<file path="src/rtl/match_controller_pkg.sv">
// Shared types and constants for the match controller: FSM state encoding,
// score type and the CPU-opponent LFSR seed/tap constants.
package match_controller_pkg;

  typedef enum logic [1:0] {
    PLAY = 2'd0,
    HOLD = 2'd1,
    OVER = 2'd2
  } state_t;

  typedef logic [2:0] score_t;

  localparam int             LFSR_W    = 10;
  localparam logic [LFSR_W-1:0] LFSR_SEED = 10'h001;
  // Taps for x^10 + x^7 + 1: feedback is bit 9 XOR bit 6.
  localparam logic [LFSR_W-1:0] LFSR_TAPS = 10'h240;

endpackage

</file>
<file path="src/rtl/match_controller_lfsr.sv">
// match_lfsr: free-running 10-bit Fibonacci LFSR that produces the computer
// opponent's press. A press is asserted when the low three bits fall below
// the requested aggressiveness level. Only built when MATCH_CPU_EN is defined.
module match_lfsr
  import match_controller_pkg::*;
(
  input  logic       clk,
  input  logic       reset,
  input  logic [2:0] level,
  output logic       press
);

  logic [LFSR_W-1:0] lfsr;

  // Advance the LFSR every clock; reset returns it to the fixed seed.
  // NOTE: sequential state uses non-blocking assignments so every register
  // samples pre-edge values, independent of statement or block order.
  always_ff @(posedge clk or posedge reset) begin
    if (reset) lfsr <= LFSR_SEED;
    else       lfsr <= {lfsr[LFSR_W-2:0], ^(lfsr & LFSR_TAPS)};
  end

  assign press = (lfsr[2:0] < level);

endmodule

</file>
<file path="src/rtl/match_controller.sv">
// match_controller: rally/score/pause sequencing for a two-player light game.
// PLAY forwards gated presses and detects points, HOLD pauses between rallies
// and issues a playfield re-centre pulse, OVER freezes the result until a new
// game is requested. Optional build macro MATCH_CPU_EN replaces the left
// player with an LFSR-driven computer opponent.
module match_controller
  import match_controller_pkg::*;
#(
  parameter int WIN_SCORE   = 3,
  parameter int HOLD_CYCLES = 4
) (
  input  logic       clk,
  input  logic       reset,
  input  logic       L,
  input  logic       R,
  input  logic       edgeL,
  input  logic       edgeR,
  input  logic       newGame,
  input  logic [2:0] cpuLevel,
  output logic       moveL,
  output logic       moveR,
  output logic       fieldReset,
  output score_t     scoreL,
  output score_t     scoreR,
  output logic       gameOver,
  output logic       winnerL
);

  localparam score_t     WIN_VAL   = score_t'(WIN_SCORE);
  localparam logic [7:0] HOLD_LOAD = 8'(HOLD_CYCLES);

  state_t     state, state_d;
  score_t     score_l_d, score_r_d;
  logic       over_d, winner_l_d;
  logic [7:0] count, count_d;
  logic       lsrc;
  logic       point_l, point_r;

`ifdef MATCH_CPU_EN
  // The physical left button is not used when the computer plays left.
  logic unused_l;
  assign unused_l = L;

  match_lfsr u_lfsr (
    .clk   (clk),
    .reset (reset),
    .level (cpuLevel),
    .press (lsrc)
  );
`else
  // Aggressiveness only matters for the computer opponent.
  logic unused_cpu_level;
  assign unused_cpu_level = ^cpuLevel;
  assign lsrc = L;
`endif

  // Presses are forwarded only during a rally; a simultaneous pair cancels.
  assign moveL      = (state == PLAY) & lsrc & ~R;
  assign moveR      = (state == PLAY) & R & ~lsrc;
  assign point_l    = moveL & edgeL;
  assign point_r    = moveR & edgeR;
  assign fieldReset = (state == HOLD) && (count == 8'd1);

  // Next-state and next-score logic; newGame overrides everything else.
  always_comb begin
    // NOTE: every variable gets a default first so no path leaves it
    // unassigned, which would otherwise infer a latch.
    state_d    = state;
    score_l_d  = scoreL;
    score_r_d  = scoreR;
    over_d     = gameOver;
    winner_l_d = winnerL;
    count_d    = count;

    unique case (state)
      PLAY: begin
        if (point_l) begin
          score_l_d = scoreL + 3'd1;
          if (score_l_d == WIN_VAL) begin
            state_d    = OVER;
            over_d     = 1'b1;
            winner_l_d = 1'b1;
          end else begin
            state_d = HOLD;
            count_d = HOLD_LOAD;
          end
        end else if (point_r) begin
          score_r_d = scoreR + 3'd1;
          if (score_r_d == WIN_VAL) begin
            state_d    = OVER;
            over_d     = 1'b1;
            winner_l_d = 1'b0;
          end else begin
            state_d = HOLD;
            count_d = HOLD_LOAD;
          end
        end
      end
      HOLD: begin
        count_d = count - 8'd1;
        if (count <= 8'd1) begin
          state_d = PLAY;
          count_d = 8'd0;
        end
      end
      OVER: begin
        // Result is frozen until a new game is requested.
      end
      default: state_d = PLAY;
    endcase

    if (newGame) begin
      score_l_d  = '0;
      score_r_d  = '0;
      over_d     = 1'b0;
      winner_l_d = 1'b0;
      state_d    = HOLD;
      count_d    = HOLD_LOAD;
    end
  end

  // State, score and pause-counter registers.
  always_ff @(posedge clk or posedge reset) begin
    if (reset) begin
      state    <= PLAY;
      scoreL   <= '0;
      scoreR   <= '0;
      gameOver <= 1'b0;
      winnerL  <= 1'b0;
      count    <= '0;
    end else begin
      state    <= state_d;
      scoreL   <= score_l_d;
      scoreR   <= score_r_d;
      gameOver <= over_d;
      winnerL  <= winner_l_d;
      count    <= count_d;
    end
  end

endmodule

</file>
<file path="config.mk">
export PLATFORM = sky130hd
export DESIGN_NAME = match_controller
export DESIGN_NICKNAME = d
export VERILOG_FILES = /design/src/rtl/match_controller_pkg.sv /design/src/rtl/match_controller_lfsr.sv /design/src/rtl/match_controller.sv
export SDC_FILE = /design/constraint.sdc
export NUM_CORES = 1
export LEC_CHECK = 0
export BUFFER_PORTS_ARGS = -buffer_cell sky130_fd_sc_hd__buf_2
export CORE_MARGIN = 1
export CORE_UTILIZATION = 53
export CTS_CLUSTER_SIZE = 40
export DETAILED_ROUTE_END_ITERATION = 7
export PLACE_DENSITY = 0.83
export SETUP_SLACK_MARGIN = 0.02
export SYNTH_ARGS = -nofsm -noshare
export SYNTH_HDL_FRONTEND = slang
export SYNTH_SLANG_ARGS = --single-unit
export TNS_END_PERCENT = 50
</file>
<file path="constraint.sdc">
create_clock -name clk -period 2.2 [get_ports clk]
set_input_delay 0.44 -clock clk [delete_from_list [all_inputs] [get_ports clk]]
set_output_delay 0.44 -clock clk [all_outputs]
set_load 0.1 [all_outputs]
</file>
==> reports/metrics.yaml, run 1 <==
outcome: "finished, final reports clean"
finalSetupViolCount: 0
vdd_drop_max_mv: 0.417
multi_input_area_um2: 618
async_reset_ff_share_pct: 100
cp-end-kind: "primary output"
clkTransAtPathRegs_ps: 100
internal_power_w: 0.000581
globalRouteOverflowTotal: 0
syn_inst: 111
final_nets: 151
core-area_mm2: 0.00194
dp_hpwl_mm: 1.65
diodes: 0
r2r-end: "count[6]"
grt_max_degree: 19
htree_levels: 1
pin_count: 21
synth_edf_count: 0
period_share_pct: 97.0
start_kind: "register"
period_minus_slack_ps: 2130
via_count: 906
max_freq_mhz: 469
regToRegStartpoint: "count[5]"
area.sequential_um2: 453
grt_pass1_wl_mm: 3.67
start_util_pct: 55.9
fillers: 154
holdWs_ps: 226
ctsHoldBuffers: 0
tritoncts: "yes"
rows: 16
clock-sinks: 18
fin_cells: 161
drive_gt1_share_pct: 27.6
worst_slew_pin_slew_ps: 682
port_buffers: 17
min_path_type: "in2async"
die_h_um: 47.2
r2r_cells: 5
die_width_um: 47.2
grt_pass1_vias: 824
remaining_drc_errors: 0
drtAntennaViolNets: 0
p_sw_w: 0.000342
pwr-share-comb_pct: 36.7
path_class: "reg2out"
finalSetupTns_ps: 0
arrival_ps: 1690
place_ws_ps: 307
drt-pass1-iter-count: 4
p_per_area_mw_per_mm2: 700
seqPwrFrac_pct: 44.7
grt_use_total_pct: 23.9
synth_area_leaders: "dfrtp_1, ha_1, nor2_1"
netlist.area_leader.share_pct: 41.5
ys.flop_type: "dfrtp_1"
synth_area_mm2: 0.00108
skew_ps: 6.61
r2r_slack_ps: 210
finalWirelength_mm: 2.28
synth_area_per_cell_um2: 9.77
rsz0062_at_grt: "true"
synth.distinct_cells: 39
synth_seq_cells: 18
dp_cells: 152
finalHoldViolations: 0
syn_nets: 127
yosysWarnings: 0
synth_seq_area_share_pct: 41.5
relSlewSlack_pct: 54.5
maxCapViolCount: 0
die_area_mm2: 0.00223
viasPerCell: 5.63
gp_congestion: 0.812
setup_ws_ps: 65.6
clkPwrFrac_pct: 18.7
drt-initial-drc-count: 21
leakage_nw: 0.606
ctsLongestPathBuffers: 2
area_delta_synth_final_pct: 21.5
insertion_delay_ps: 300
cts_made_buffers: 3
antenna_found_initial: 0
mostFrequentLayoutCell: "dfrtp_1"
wire_per_inst_um: 14.2
cts_root_buffer: "clkbuf_4"
yosys.area.top_type: "dfrtp_1"
mostFrequentLayoutCells: "dfrtp_1, buf_2, nor2_1, inv_1, nand2_1"
swShare_pct: 37.1
slew_violations: 0
crit_fanout: 5
cp.required_ps: 1760
timing repair:
| item | in CTS | in global routing |
|---|---|---|
| setup endpoints to repair | 1 | 1 |
| setup buffers | 1 | 4 |
| pin swaps | 1 | 4 |
| gates resized for setup | 2 | 2 |
how the worst max path moves through the flow:
| stage | from | end | slack [ps] | depth (start not counted) |
|---|---|---|---|---|
| 3_5_place_dp | count[2] | fieldReset | 310 | 4 |
| 2_1_floorplan | state[0] | count[6] | -410 | 5 |
| 6_report | count[5] | fieldReset | 70 | 4 |
| 3_3_place_gp | count[2] | fieldReset | 330 | 4 |
| 5_1_grt | count[5] | fieldReset | 10 | 4 |
| 4_1_cts | count[2] | fieldReset | 30 | 4 |
power groups by stage:
| stage | sequential (W) | clock [W] | combinational, W |
|---|---|---|---|
| 2_1_floorplan | 0.000432 | 0 | 0.000202 |
| 4_1_cts | 0.000412 | 0.000179 | 0.000294 |
| 6_report | 0.000412 | 0.000173 | 0.000338 |
| 5_1_grt | 0.000419 | 0.000188 | 0.000369 |
| 3_3_place_gp | 0.000419 | 0 | 0.000264 |
| 3_5_place_dp | 0.000424 | 0 | 0.000274 |
stage by stage:
stage / total power, W / utilization (%) / cell area, um2
detailed placement: 0.000698 / 63.9 / 1240
floorplan: 0.000633 / - / 1100
CTS: 0.000885 / 65.9 / 1280
global placement: 0.000683 / 63.9 / 1240
finish: 0.000923 / 67.8 / 1320
global route: 0.000976 / 67.8 / 1320
cells in the mapped netlist (2+ instances only):
master,instances
a21o_1,2
nor2_1,12
clkbuf_1,3
xnor2_1,4
a21oi_1,2
dfrtp_1,18
o2bb2ai_1,3
o21ai_0,6
o31a_1,2
ha_1,6
nor3_1,2
a221o_1,2
nand2b_1,2
inv_1,9
nand2_1,7
nand3_1,3
xor2_1,4
a211oi_1,3
worst max-delay path, stage by stage (launching register included):
cell and delay, ps:
dfrtp_1 430, or3_4 440, nor2_4 90, and4b_1 250, buf_12 190
kinds of logic after synthesis:
group / count (synthesis) / synth area share (%)
flops: 18 / 41.5
compound gates: 27 / 19.6
xor+xnor: 8 / 6.46
fa+ha+maj: 6 / 6.92
buf+inv: 12 / 4.15
simple gates: 40 / 21.3
final cells by class:
type,count,area share [%]
clock buffers,4,1.99
inverters,9,2.56
multi-input cells,81,46.9
flip-flops and latches,18,34.4
well taps,27,2.56
repair buffers,22,11.6
registers in the layout, summed over array words and instances, names as in the netlist:
register  count
scoreL        3
scoreR        3
winnerL       1
count         8
state         2
gameOver      1
routing by layer:
metal / vias up / wire length, um / track usage [%]
met4: 0 / 41 / 12.0
met1: 433 / 1050 / 33.4
met5: - / 0 / 0
li1: 442 / - / -
met3: 4 / 73 / 2.31
met2: 27 / 1120 / 37.0
No activity file was read; power rests on OpenSTA's default activity.
==> run 2: changes to the inputs <==
--- a/config.mk
+++ b/config.mk
@@ -5,12 +5,13 @@
 export SDC_FILE = /design/constraint.sdc
 export NUM_CORES = 1
 export LEC_CHECK = 0
+export ABC_AREA = 1
 export BUFFER_PORTS_ARGS = -buffer_cell sky130_fd_sc_hd__buf_2
 export CORE_MARGIN = 1
-export CORE_UTILIZATION = 53
+export CORE_UTILIZATION = 59
 export CTS_CLUSTER_SIZE = 40
 export DETAILED_ROUTE_END_ITERATION = 7
-export PLACE_DENSITY = 0.83
+export PLACE_DENSITY = 0.9
 export SETUP_SLACK_MARGIN = 0.02
 export SYNTH_ARGS = -nofsm -noshare
 export SYNTH_HDL_FRONTEND = slang
==> constraint.sdc (replaced) <==
create_clock -name clk -period 2.65 [get_ports clk]
set_input_delay 0.53 -clock clk [delete_from_list [all_inputs] [get_ports clk]]
set_output_delay 0.53 -clock clk [all_outputs]
set_load 0.1 [all_outputs]
==> reports/metrics.yaml, run 2 <==
outcome: "finished, final reports clean"  # unchanged
rsz0062_at_grt: "false"  # was true
min_path_type: "in2async"  # unchanged
finalSetupViolCount: 0  # unchanged
globalRouteOverflowTotal: 0  # unchanged
yosysWarnings: 0  # unchanged
leakage_nw: 0.755  # was 0.606 nW
ctsHoldBuffers: 0  # unchanged
cp_top_family: "simple AND/OR/NAND/NOR gates"  # unchanged
max_freq_mhz: 460
antenna_found_initial: 0  # unchanged
rows: 15  # was 16
tritoncts: "yes"  # unchanged
power_w: 0.00107  # was 0.000923 W
syn_inst: 158  # was 111
finalHoldViolations: 0  # unchanged
cts_made_buffers: 3  # unchanged
slew_violations: 0  # unchanged
cts_resized: 0  # was 2
die_h_um: 46.9  # was 47.2 um
drt-initial-drc-count: 22  # was 21
viasPerCell: 5.17  # was 5.63
period_share_pct: 82.0
final_nets: 196  # was 151
via_count: 1050  # was 906
cp_slowest_cell: "buf_2"  # was or3_4
cp.required_ps: 2120  # was 1760 ps
critPathBufInv: 1  # unchanged
top_register: "count"  # unchanged
synth_area_per_cell_um2: 7.52  # was 9.77 um2
finalWirelength_mm: 2.26  # was 2.28 mm
ctsLongestPathBuffers: 2  # unchanged
diodes: 0  # unchanged
largest_reg_flops: 8  # unchanged
ys.flop_type: "dfrtp_1"  # unchanged
grt_pass1_wl_mm: 3.53  # was 3.67 mm
remaining_drc_errors: 0  # unchanged
relSlewSlack_pct: 53.2  # was 54.5%
clkTransAtPathRegs_ps: 100  # about the same
synth_edf_count: 0  # unchanged
synth_area_mm2: 0.00119  # was 0.00108 mm2
start_util_pct: 66.0  # was 55.9%
synth.distinct_cells: 27  # was 39
wire_per_inst_um: 11.1  # was 14.2 um
drive_gt1_share_pct: 21.9  # was 27.6%
slowest_delay_ps: 450  # was 440 ps
gp_congestion: 0.837  # was 0.812
worst_slew_pin_slew_ps: 700  # was 682 ps
port_buffers: 17  # unchanged
path_class: "reg2out"  # unchanged
die_area_mm2: 0.00220  # was 0.00223 mm2
netlist.area_leader.share_pct: 37.9  # was 41.5%
synthTopCellsByCount: "nand2_1, inv_1, dfrtp_1"  # was dfrtp_1, nor2_1, inv_1
p_per_area_mw_per_mm2: 805  # was 700 mW/mm2
pin_count: 21  # unchanged
skew_ps: 3.53  # was 6.61 ps
vdd_drop_max_mv: 0.522  # was 0.417 mV
mostFrequentLayoutCells: "nand2_1, inv_1, dfrtp_1, buf_2, nor2_1"  # was dfrtp_1, buf_2, nor2_1, inv_1, nand2_1
synth_seq_area_share_pct: 37.9  # was 41.5%
drtAntennaViolNets: 0  # unchanged
clock-sinks: 18  # unchanged
grt_use_total_pct: 23.6  # was 23.9%
reg_top3: "count x8, scoreL x3, scoreR x3"  # unchanged
start_kind: "register"  # unchanged
synth_seq_cells: 18  # unchanged
fillers: 140  # was 154
postCtsSetupBuffers: 0  # was 1
die_width_um: 46.9  # was 47.2 um
crit_fanout: 5  # unchanged
synth_area_leaders: "dfrtp_1, nand2_1, inv_1"  # was dfrtp_1, ha_1, nor2_1
yosys.area.top_type: "dfrtp_1"  # unchanged
finalSetupTns_ps: 0  # unchanged
grt_pass1_vias: 861  # was 824
mostFrequentLayoutCell: "nand2_1"  # was dfrtp_1
worstPathCellList: "nor2_1 -> nand2_1 -> nor3_1 -> buf_2"  # was or3_4 -> nor2_4 -> and4b_1 -> buf_12
grt_max_degree: 19  # unchanged
dp_hpwl_mm: 1.78  # was 1.65 mm
syn_nets: 174  # was 127
cp-end-kind: "primary output"  # unchanged
async_reset_ff_share_pct: 100  # unchanged
htree_levels: 1  # unchanged
maxCapViolCount: 0  # unchanged
insertion_delay_ps: 290  # was 300 ps
cts_root_buffer: "clkbuf_4"  # unchanged
yosysMostFrequentCell: "nand2_1"  # was dfrtp_1
area_delta_synth_final_pct: 12.1  # was 21.5%
holdWs_ps: 329  # was 226 ps
drt-pass1-iter-count: 4  # unchanged
core-area_mm2: 0.00180  # was 0.00194 mm2
period_minus_slack_ps: 2170
arrival_ps: 1640  # was 1690 ps
## run 2: cell types whose count changed after synthesis, sizes merged, moves of 3 or more
cell     previous run  this run
nand3               3        16
xor2                4         1
nor2               12        17
clkbuf              3         0
inv                 9        26
o21ai               6         9
nand2               7        49
a211oi              3         0
xnor2               4         1
o2bb2ai             3         0
## run 2: layout make-up
| class | count | area, um2 | share of cell area [%] |
|---|---|---|---|
| multi-input combinational | 114 | 646 | 48.5 |
| sequential | 18 | 450 | 33.8 |
| inverter | 26 | 97.6 | 7.32 |
| timing repair buffer | 17 | 85.1 | 6.38 |
| tap | 25 | 31.3 | 2.35 |
| clock buffer | 3 | 22.5 | 1.69 |
## run 2: cell families (layout without fill, tap and decap cells)
family	after synthesis	in the layout	share of synthesized area [%]
fa+ha+maj	6	6	6.32
compound gates	17	17	8.74
buf+inv	26	46	8.21
flops	18	18	37.9
xor+xnor	2	2	1.47
simple gates	89	89	37.4
## run 2: routing by layer
metal  up-vias  GRT usage [%]  wire, um
met3         4           3.46        83
met1       479           30.0      1070
li1        545              -         -
met2        22           38.3      1050
met4         0           13.7        51
met5         -              0         0
## run 2: stage by stage
step | area, um2 | utilization [%] | std cells | setup slack (ps)
2_1_floorplan | 1190 | - | 158 | -588
3_3_place_gp | 1310 | 72.7 | 200 | 795
3_5_place_dp | 1310 | 72.7 | 200 | 780
4_1_cts | 1330 | 74.0 | 203 | 456
5_1_grt | 1330 | 74.0 | 203 | 384
6_report | 1330 | 74.0 | 203 | 477
## run 2: power breakdown
| part | internal, W | switching [W] | leakage (nW) | total (W) |
|---|---|---|---|---|
| Combinational | 0.000162 | 0.000376 | 0.501 | 0.000537 |
| Clock | 0.0000530 | 0.0000814 | 0.0138 | 0.000134 |
| Sequential | 0.000335 | 0.0000656 | 0.240 | 0.000401 |
## run 2: final timing paths
path / startpoint / slack [ps] / cells after the start / to
max in group asynchronous: reset / 1880 / 2 / count[0]
min in group clk: gameOver / 500 / 2 / gameOver
max: count[5] / 480 / 4 / fieldReset
min reg2reg: gameOver / 500 / 2 / gameOver
max reg2reg: count[0] / 1110 / 6 / count[1]
min: reset / 330 / 2 / scoreR[1]
==> run 3: changes to the inputs <==
--- a/config.mk
+++ b/config.mk
@@ -8,10 +8,10 @@
 export ABC_AREA = 1
 export BUFFER_PORTS_ARGS = -buffer_cell sky130_fd_sc_hd__buf_2
 export CORE_MARGIN = 1
-export CORE_UTILIZATION = 59
+export CORE_UTILIZATION = 49
 export CTS_CLUSTER_SIZE = 40
 export DETAILED_ROUTE_END_ITERATION = 7
-export PLACE_DENSITY = 0.9
+export PLACE_DENSITY = 0.8
 export SETUP_SLACK_MARGIN = 0.02
 export SYNTH_ARGS = -nofsm -noshare
 export SYNTH_HDL_FRONTEND = slang
==> constraint.sdc (replaced) <==
create_clock -name clk -period 1.85 [get_ports clk]
set_input_delay 0.37 -clock clk [delete_from_list [all_inputs] [get_ports clk]]
set_output_delay 0.37 -clock clk [all_outputs]
set_load 0.1 [all_outputs]
==> reports/metrics.yaml, run 3 (synthesis gave the netlist of run 2 again) <==
rsz0062_at_grt: "false"  # unchanged
largest_reg_flops: 8  # unchanged
grt_pass1_vias: 1005  # was 861
core-area_mm2: 0.00225  # was 0.00180 mm2
arrival_ps: 1400  # was 1640 ps
insertion_delay_ps: 300  # was 290 ps
finalSetupTns_ps: 0  # unchanged
cp.required_ps: 1480  # was 2120 ps
clock-sinks: 18  # unchanged
die_h_um: 51.3  # was 46.9 um
start_util_pct: 52.7  # was 66.0%
vdd_drop_max_mv: 0.796  # was 0.522 mV
remaining_drc_errors: 0  # unchanged
p_sw_w: 0.000842  # was 0.000523 W
final_area_mm2: 0.00147  # was 0.00133 mm2
slew_violations: 0  # unchanged
viasPerCell: 5.10  # was 5.17
drt-initial-drc-count: 21  # was 22
setup_ws_ps: 84.9  # was 477 ps
min_path_type: "in2async"  # unchanged
pwr-share-comb_pct: 54.9  # was 50.1%
fin_cells: 210  # was 203
p_per_area_mw_per_mm2: 1180  # was 805 mW/mm2
dp_hpwl_mm: 1.84  # was 1.78 mm
place_ws_ps: 236  # was 780 ps
tritoncts: "yes"  # unchanged
grt_max_degree: 19  # unchanged
slowest_delay_ps: 440  # was 450 ps
port_buffers: 17  # unchanged
clkPwrFrac_pct: 11.4  # was 12.5%
outcome: "finished, final reports clean"  # unchanged
leakage_nw: 0.786  # was 0.755 nW
cp_top_family: "simple AND/OR/NAND/NOR gates"  # unchanged
fillers: 202  # was 140
wire_per_inst_um: 11.8  # was 11.1 um
grt_use_total_pct: 21.2  # was 23.6%
ctsLongestPathBuffers: 2  # unchanged
seqPwrFrac_pct: 33.8  # was 37.4%
antenna_found_initial: 0  # unchanged
grt_pass1_wl_mm: 4.11  # was 3.53 mm
drt-pass1-iter-count: 4  # unchanged
pin_count: 21  # unchanged
max_freq_mhz: 567
swShare_pct: 48.5  # was 48.7%
worst_slew_pin_slew_ps: 670  # was 700 ps
internal_power_w: 0.000893  # was 0.000550 W
path_class: "reg2out"  # unchanged
skew_ps: 7.40  # was 3.53 ps
finalWirelength_mm: 2.48  # was 2.26 mm
top_register: "count"  # unchanged
mostFrequentLayoutCell: "nand2_1"  # unchanged
globalRouteOverflowTotal: 0  # unchanged
period_share_pct: 95.4
via_count: 1072  # was 1050
cts_root_buffer: "clkbuf_4"  # unchanged
mostFrequentLayoutCells: "nand2_1, inv_1, buf_2, dfrtp_1, nand3_1"  # was nand2_1, inv_1, dfrtp_1, buf_2, nor2_1
cp_slowest_cell: "dfrtp_1"  # was buf_2
start_kind: "register"  # unchanged
gp_congestion: 0.813  # was 0.837
diodes: 0  # unchanged
drtAntennaViolNets: 0  # unchanged
reg_top3: "count x8, scoreL x3, scoreR x3"  # unchanged
drive_gt1_share_pct: 30.8  # was 21.9%
cts_made_buffers: 3  # unchanged
clkTransAtPathRegs_ps: 100  # about the same
rows: 17  # was 15
finalHoldViolations: 0  # unchanged
htree_levels: 1  # unchanged
die_width_um: 51.3  # was 46.9 um
cp-end-kind: "primary output"  # unchanged
crit_fanout: 3  # was 5
die_area_mm2: 0.00263  # was 0.00220 mm2
place_area_mm2: 0.00140  # was 0.00131 mm2
worstPathCellList: "nor2_4 -> nand2_4 -> nor3_4 -> buf_12"  # was nor2_1 -> nand2_1 -> nor3_1 -> buf_2
critPathBufInv: 1  # unchanged
period_minus_slack_ps: 1770
dp_cells: 203  # was 200
maxCapViolCount: 0  # unchanged
area_delta_synth_final_pct: 23.7  # was 12.1%
relSlewSlack_pct: 55.3  # was 53.2%
finalSetupViolCount: 0  # unchanged
final_nets: 200  # was 196
[run 3: cell count changes in the layout (fill, tap and decap cells not counted), sizes merged]
cell / previous run / this run
buf: 17 / 21
[run 3: worst paths after layout]
check / start / end / slack (ps) / depth (start not counted)
worst min-delay path: reset / scoreR[2] / 150 / 2
max in group asynchronous: reset / scoreL[0] / 1230 / 2
min in group clk: newGame / scoreR[1] / 350 / 2
worst min register to register: gameOver / gameOver / 490 / 2
worst max-delay path: count[6] / fieldReset / 80 / 4
worst max register to register: count[0] / count[1] / 200 / 6
[run 3: metal layers]
layer,routed length [um],track usage [%]
met5,0,0
met4,57,11.3
met3,61,3.57
met2,1300,35.3
met1,1070,26.2
[run 3: repair_timing]
| action | in CTS | in global routing |
|---|---|---|
| hold buffers | 0 | 0 |
| pin swaps | 1 | 2 |
| setup endpoints to repair | 1 | 1 |
| resized for setup | 0 | 6 |
| buffers inserted | 2 | 2 |
[run 3: power groups by stage]
stage                     Sequential (W)  Combinational [W]  Clock (W)
final                           0.000586           0.000952   0.000197
after global routing            0.000597            0.00106   0.000218
after CTS                       0.000579           0.000884   0.000204
after detailed placement        0.000586           0.000849          0
after global placement          0.000580           0.000822          0
after floorplan                 0.000644           0.000609          0
[run 3: worst register-to-register path, stage by stage, from the launching register on]
cell,delay (ps)
dfrtp_1,420
inv_1,100
ha_1,250
o21ai_0,310
o21ai_2,150
or2_2,300
nand2_1,60
[run 3: cell type report]
cell class | instances | area (um2) | share of cell area (%)
Multi-Input combinational cell | 114 | 698 | 47.5
Sequential cell | 18 | 457 | 31.1
Timing Repair Buffer | 21 | 160 | 10.9
Inverter | 26 | 97.6 | 6.64
Tap cell | 28 | 35.0 | 2.38
Clock buffer | 3 | 22.5 | 1.53
[run 3: per-stage QoR]
step / hold WS (ps) / utilization [%] / power [W]
3_5_place_dp: 474 / 62.0 / 0.00144
5_1_grt: 217 / 65.2 / 0.00187
3_3_place_gp: 467 / 62.0 / 0.00140
6_report: 147 / 65.2 / 0.00173
2_1_floorplan: 308 / - / 0.00125
4_1_cts: 174 / 63.7 / 0.00167
